`src/rtl/rd_ptr_ctrl.sv`:
```
// Read-side pointer control for an asynchronous FIFO: synchronises the Gray write
// pointer, advances the read pointer and derives empty/occupancy/underflow status.
module rd_ptr_ctrl #(
  parameter int unsigned PTR_WIDTH     = 4,
  parameter int unsigned SYNC_STAGES   = 2,
  parameter int unsigned AEMPTY_THRESH = 2
) (
  input  logic                 i_rd_clk,
  input  logic                 i_rst_n,
  input  logic                 i_rd_en,
  input  logic                 i_clr_err,
  input  logic [PTR_WIDTH:0]   i_g_wr_ptr,
  output logic [PTR_WIDTH-1:0] o_rd_addr,
  output logic [PTR_WIDTH:0]   o_b_rd_ptr,
  output logic [PTR_WIDTH:0]   o_g_rd_ptr,
  output logic                 o_empty,
  output logic                 o_almost_empty,
  output logic [PTR_WIDTH:0]   o_rd_count,
  output logic                 o_rd_ack,
  output logic                 o_underflow
);

  localparam logic [PTR_WIDTH:0] AeThresh = (PTR_WIDTH + 1)'(AEMPTY_THRESH);

  if (SYNC_STAGES < 2 || SYNC_STAGES > 4) begin : g_bad_sync_stages
    $error("SYNC_STAGES must be in 2..4");
  end
  if (AEMPTY_THRESH > (2 ** PTR_WIDTH) - 1) begin : g_bad_aempty_thresh
    $error("AEMPTY_THRESH must be in 0..2^PTR_WIDTH-1");
  end

  logic [PTR_WIDTH:0] r_sync [SYNC_STAGES];
  logic [PTR_WIDTH:0] r_b_rd_ptr;
  logic [PTR_WIDTH:0] r_g_rd_ptr;
  logic               r_empty;
  logic               r_almost_empty;
  logic [PTR_WIDTH:0] r_rd_count;
  logic               r_rd_ack;
  logic               r_underflow;

  logic [PTR_WIDTH:0] w_g_wr_sync;
  logic [PTR_WIDTH:0] w_wr_bin;
  logic               w_rd_fire;
  logic [PTR_WIDTH:0] w_b_next;
  logic [PTR_WIDTH:0] w_g_next;
  logic [PTR_WIDTH:0] w_count_next;

  assign w_g_wr_sync = r_sync[SYNC_STAGES-1];

  // Gray to binary: each bit is the XOR of all Gray bits at or above it.
  always_comb begin
    w_wr_bin            = '0;
    w_wr_bin[PTR_WIDTH] = w_g_wr_sync[PTR_WIDTH];
    for (int i = PTR_WIDTH - 1; i >= 0; i--) begin
      w_wr_bin[i] = w_wr_bin[i+1] ^ w_g_wr_sync[i];
    end
  end

  assign w_rd_fire    = i_rd_en & ~r_empty;
  assign w_b_next     = r_b_rd_ptr + {{PTR_WIDTH{1'b0}}, w_rd_fire};
  assign w_g_next     = w_b_next ^ (w_b_next >> 1);
  assign w_count_next = w_wr_bin - w_b_next;

  always_ff @(posedge i_rd_clk) begin
    if (!i_rst_n) begin
      for (int i = 0; i < SYNC_STAGES; i++) begin
        r_sync[i] <= '0;
      end
    end else begin
      r_sync[0] <= i_g_wr_ptr;
      for (int i = 1; i < SYNC_STAGES; i++) begin
        r_sync[i] <= r_sync[i-1];
      end
    end
  end

  // Status flags look at the post-read pointer so they already account for this cycle's read.
  always_ff @(posedge i_rd_clk) begin
    if (!i_rst_n) begin
      r_b_rd_ptr     <= '0;
      r_g_rd_ptr     <= '0;
      r_empty        <= 1'b1;
      r_almost_empty <= 1'b1;
      r_rd_count     <= '0;
      r_rd_ack       <= 1'b0;
      r_underflow    <= 1'b0;
    end else begin
      r_b_rd_ptr     <= w_b_next;
      r_g_rd_ptr     <= w_g_next;
      r_empty        <= (w_g_next == w_g_wr_sync);
      r_almost_empty <= (w_count_next <= AeThresh);
      r_rd_count     <= w_count_next;
      r_rd_ack       <= w_rd_fire;
      if (i_rd_en && r_empty) begin
        r_underflow <= 1'b1;
      end else if (i_clr_err) begin
        r_underflow <= 1'b0;
      end
    end
  end

  assign o_rd_addr      = r_b_rd_ptr[PTR_WIDTH-1:0];
  assign o_b_rd_ptr     = r_b_rd_ptr;
  assign o_g_rd_ptr     = r_g_rd_ptr;
  assign o_empty        = r_empty;
  assign o_almost_empty = r_almost_empty;
  assign o_rd_count     = r_rd_count;
  assign o_rd_ack       = r_rd_ack;
  assign o_underflow    = r_underflow;

endmodule

```
`config.mk`:
```
export PLATFORM = sky130hd
export DESIGN_NAME = rd_ptr_ctrl
export DESIGN_NICKNAME = d
export VERILOG_FILES = /design/src/rtl/rd_ptr_ctrl.sv
export SDC_FILE = /design/constraint.sdc
export NUM_CORES = 1
export LEC_CHECK = 0
export CORE_MARGIN = 2
export CORE_UTILIZATION = 39
export CTS_CLUSTER_SIZE = 16
export DETAILED_ROUTE_END_ITERATION = 12
export GPL_TIMING_DRIVEN = 0
export PLACE_DENSITY = 0.66
export SYNTH_ARGS = -nofsm -noshare
export SYNTH_HDL_FRONTEND = slang
export SYNTH_SLANG_ARGS = --single-unit
```
`constraint.sdc`:
```
create_clock -name i_rd_clk -period 3.39 [get_ports i_rd_clk]
set_input_delay 0.678 -clock i_rd_clk [delete_from_list [all_inputs] [get_ports i_rd_clk]]
set_output_delay 0.678 -clock i_rd_clk [all_outputs]
set_load 0.02 [all_outputs]
```
==> flow_summary.ini <==
[critical_path]
worstPathRequired_ns = 3.63
timing.rr.start = r_sync[0][9]
worstPathArrival_ns = 3.26
critical_path_class = in2reg
startpoint = i_rd_en
cp-start-kind = input port
cp_max_fo = 6
endpoint_kind = flop

[timing]
final_hold_viol_count = 0
relSlewSlack_pct = 66.4
setup_viol = 0
tightestPinTransition_ns = 0.502
fin_skew_ns = 0.00491
fmax_ghz = 0.330
tns_ns = 0
post-route-period-util_pct = 89.3
grt_setup_unrepaired = no
fin_crit_ns = 3.03
drv_slew = 0

[route]
finalWirelength_mm = 2.08
viasPerCell = 4.48
wire_per_inst_um = 11.4
num_vias = 816
first_pass_iters = 4
ant_nets = 0
route.detailed.drc = 0
dr.first_iter.drc_count = 5

[placed_design]
gp_congestion = 0.738
place_area_um2 = 1570
io_buffer_count = 31
dp_hpwl_mm = 1.60

[cts]
clk_pin_slew_ns = 0.14
cts_tree = done
post_cts_resized = 0
clk_path_buf_depth = 2
hold_buffers = 0
clkLatencyLatePin_ns = 0.32
htreeDepth = 1
numCtsBuffers = 3
cts_setup_buffers = 0
cts-root-buf = clkbuf_4
clock_sinks = 28

[logic_synthesis]
ys_types = 29
avgSynthCellArea_um2 = 10.7
synth-edff-count = 0
async_reset_ff_share_pct = 0
netlist_area_um2 = 1220
yosysWarnings = 0
synth_top_cell_area_share_pct = 46.1
synth.area.top_cells = dfxtp_1 (46%), and2_1 (8.2%), xor2_1 (7.2%)
syn_nets = 130
syn_inst = 114
synthFlopType = dfxtp_1
synth_area_leader_cell = dfxtp_1
ys_ff_latch = 28
ys_seq_area_share_pct = 46.1

[final_layout]
final_area_um2 = 1600
drive_gt1_share_pct = 9.40
nNetsFinal = 166
diodes = 0
utilization_pct = 53.4
area_growth_pct = 31.9

[floorplanning]
die_width_um = 59.8
initial_core_util_pct = 40.5
dieArea_um2 = 3580
die_h_um = 59.8
fp-row-count = 20
ios = 32
core-area_um2 = 3000

[global_route]
first_global_vias = 787
grt_antenna_before_repair = 0
grt_pass1_wl_mm = 3.42
grtUsageTotal_pct = 12.8
grt_max_degree = 16
grt_overflow_total = 0

[min_path]
hold_path_class = reg2reg
hp-start = r_sync[0][0]

[pwr]
p_leak_nw = 0.682
ir_drop_uv = 246
power.density_nw_per_um2 = 446

[status]
status = finished, final reports clean

[job]
cap_viol_max_count = 0
-- cell usage in the layout (no fill, tap or decap) --
cell type / netlist / layout
xnor2_1: 9 / 9
nand3_1: 1 / 1
and2_2: 1 / 1
dfxtp_1: 28 / 28
clkbuf_8: 0 / 1
nand4_1: 1 / 1
inv_1: 4 / 4
clkdlybuf4s50_1: 0 / 31
a21o_2: 1 / 1
nor2b_1: 3 / 3
xor3_2: 2 / 2
nand2b_1: 1 / 1
buf_4: 5 / 5
nor2_1: 10 / 10
a2bb2oi_1: 1 / 1
o21ai_0: 1 / 1
a31oi_1: 1 / 1
and2_1: 16 / 16
clkbuf_4: 0 / 3
nand2_1: 2 / 2
o211ai_1: 1 / 1
o41ai_1: 1 / 1
ha_1: 6 / 6
a2111oi_2: 1 / 1
nor3_1: 1 / 1
fa_1: 1 / 1
a21oi_1: 1 / 1
nor3b_1: 1 / 1
clkbuf_1: 2 / 2
a21boi_0: 1 / 1
mux2i_1: 1 / 1
xor2_1: 10 / 10
-- synth_stat cells (2+ instances only) --
master    count
xor3_2        2
and2_1       16
dfxtp_1      28
xor2_1       10
xnor2_1       9
nand2_1       2
ha_1          6
buf_4         5
inv_1         4
nor2b_1       3
nor2_1       10
clkbuf_1      2
-- through the flow --
step | instances | hold WS (ns) | setup slack [ns] | total power [mW]
final | 182 | 0.450 | 0.363 | 0.715
after global routing | 182 | 0.464 | 0.108 | 0.752
after CTS | 182 | 0.450 | 0.335 | 0.724
after detailed placement | 178 | 0.417 | 0.00519 | 0.564
after global placement | 178 | 0.415 | 0.0629 | 0.563
after floorplan | 114 | 0.412 | 0.755 | 0.491
-- routing by layer --
metal | wire length [um] | share of wire, % | global-route usage [%] | vias up
met1 | 969 | 47 | 14.9 | 353
met2 | 972 | 47 | 23.0 | 29
met5 | 0 | 0 | 0 | -
li1 | - | - | - | 432
met4 | 23 | 1.1 | 4.76 | 0
met3 | 113 | 5.4 | 2.38 | 2
-- sequential cells by signal, indices dropped and copies added, names as in the netlist --
signal          count
o_almost_empty      1
r_sync             10
o_underflow         1
o_rd_count          5
o_empty             1
o_b_rd_ptr          5
o_rd_ack            1
o_g_rd_ptr          4
-- critical path, cell delays in order --
cell and delay (ns):
clkdlybuf4s50_1 0.47, nor2b_1 0.25, ha_1 0.26, xor2_1 0.23, inv_1 0.17, ha_1 0.31
nor2b_1 0.12, o21ai_0 0.18, nor3b_1 0.22, nor3_1 0.09, a2111oi_2 0.28
-- worst paths after layout --
kind | end | slack [ns] | depth (start not counted)
worst max-delay path | o_almost_empty | 0.36 | 11
worst min register to register | r_sync[0][5] | 0.45 | 1
worst min-delay path | r_sync[0][5] | 0.45 | 1
worst max register to register | o_almost_empty | 0.56 | 9
-- kinds of logic after synthesis --
family,after synthesis,share of synthesized area [%]
DFF,28,46.1
adders and majority gates,7,7.82
buffers and inverters,11,4.94
AOI/OAI and AO/OA,9,5.97
xor gates and xnor gates,21,17.8
muxes,1,0.823
and+or+nand+nor,37,16.6
-- where the power goes --
group          internal, mW  total [mW]  switching [mW]
Sequential            0.357       0.368          0.0112
Combinational        0.0992       0.189          0.0898
Clock                0.0657       0.158          0.0922
-- cell type report --
| class | count | area, um^2 |
|---|---|---|
| fillers | 283 | 1400 |
| multi-input cells | 75 | 596 |
| flip-flops and latches | 28 | 561 |
| repair buffers | 31 | 310 |
| plain buffers | 7 | 45.0 |
| well taps | 33 | 41.3 |
| clock buffers | 4 | 36.3 |
| inverters | 4 | 15.0 |
(Power assumes the default switching activity.)
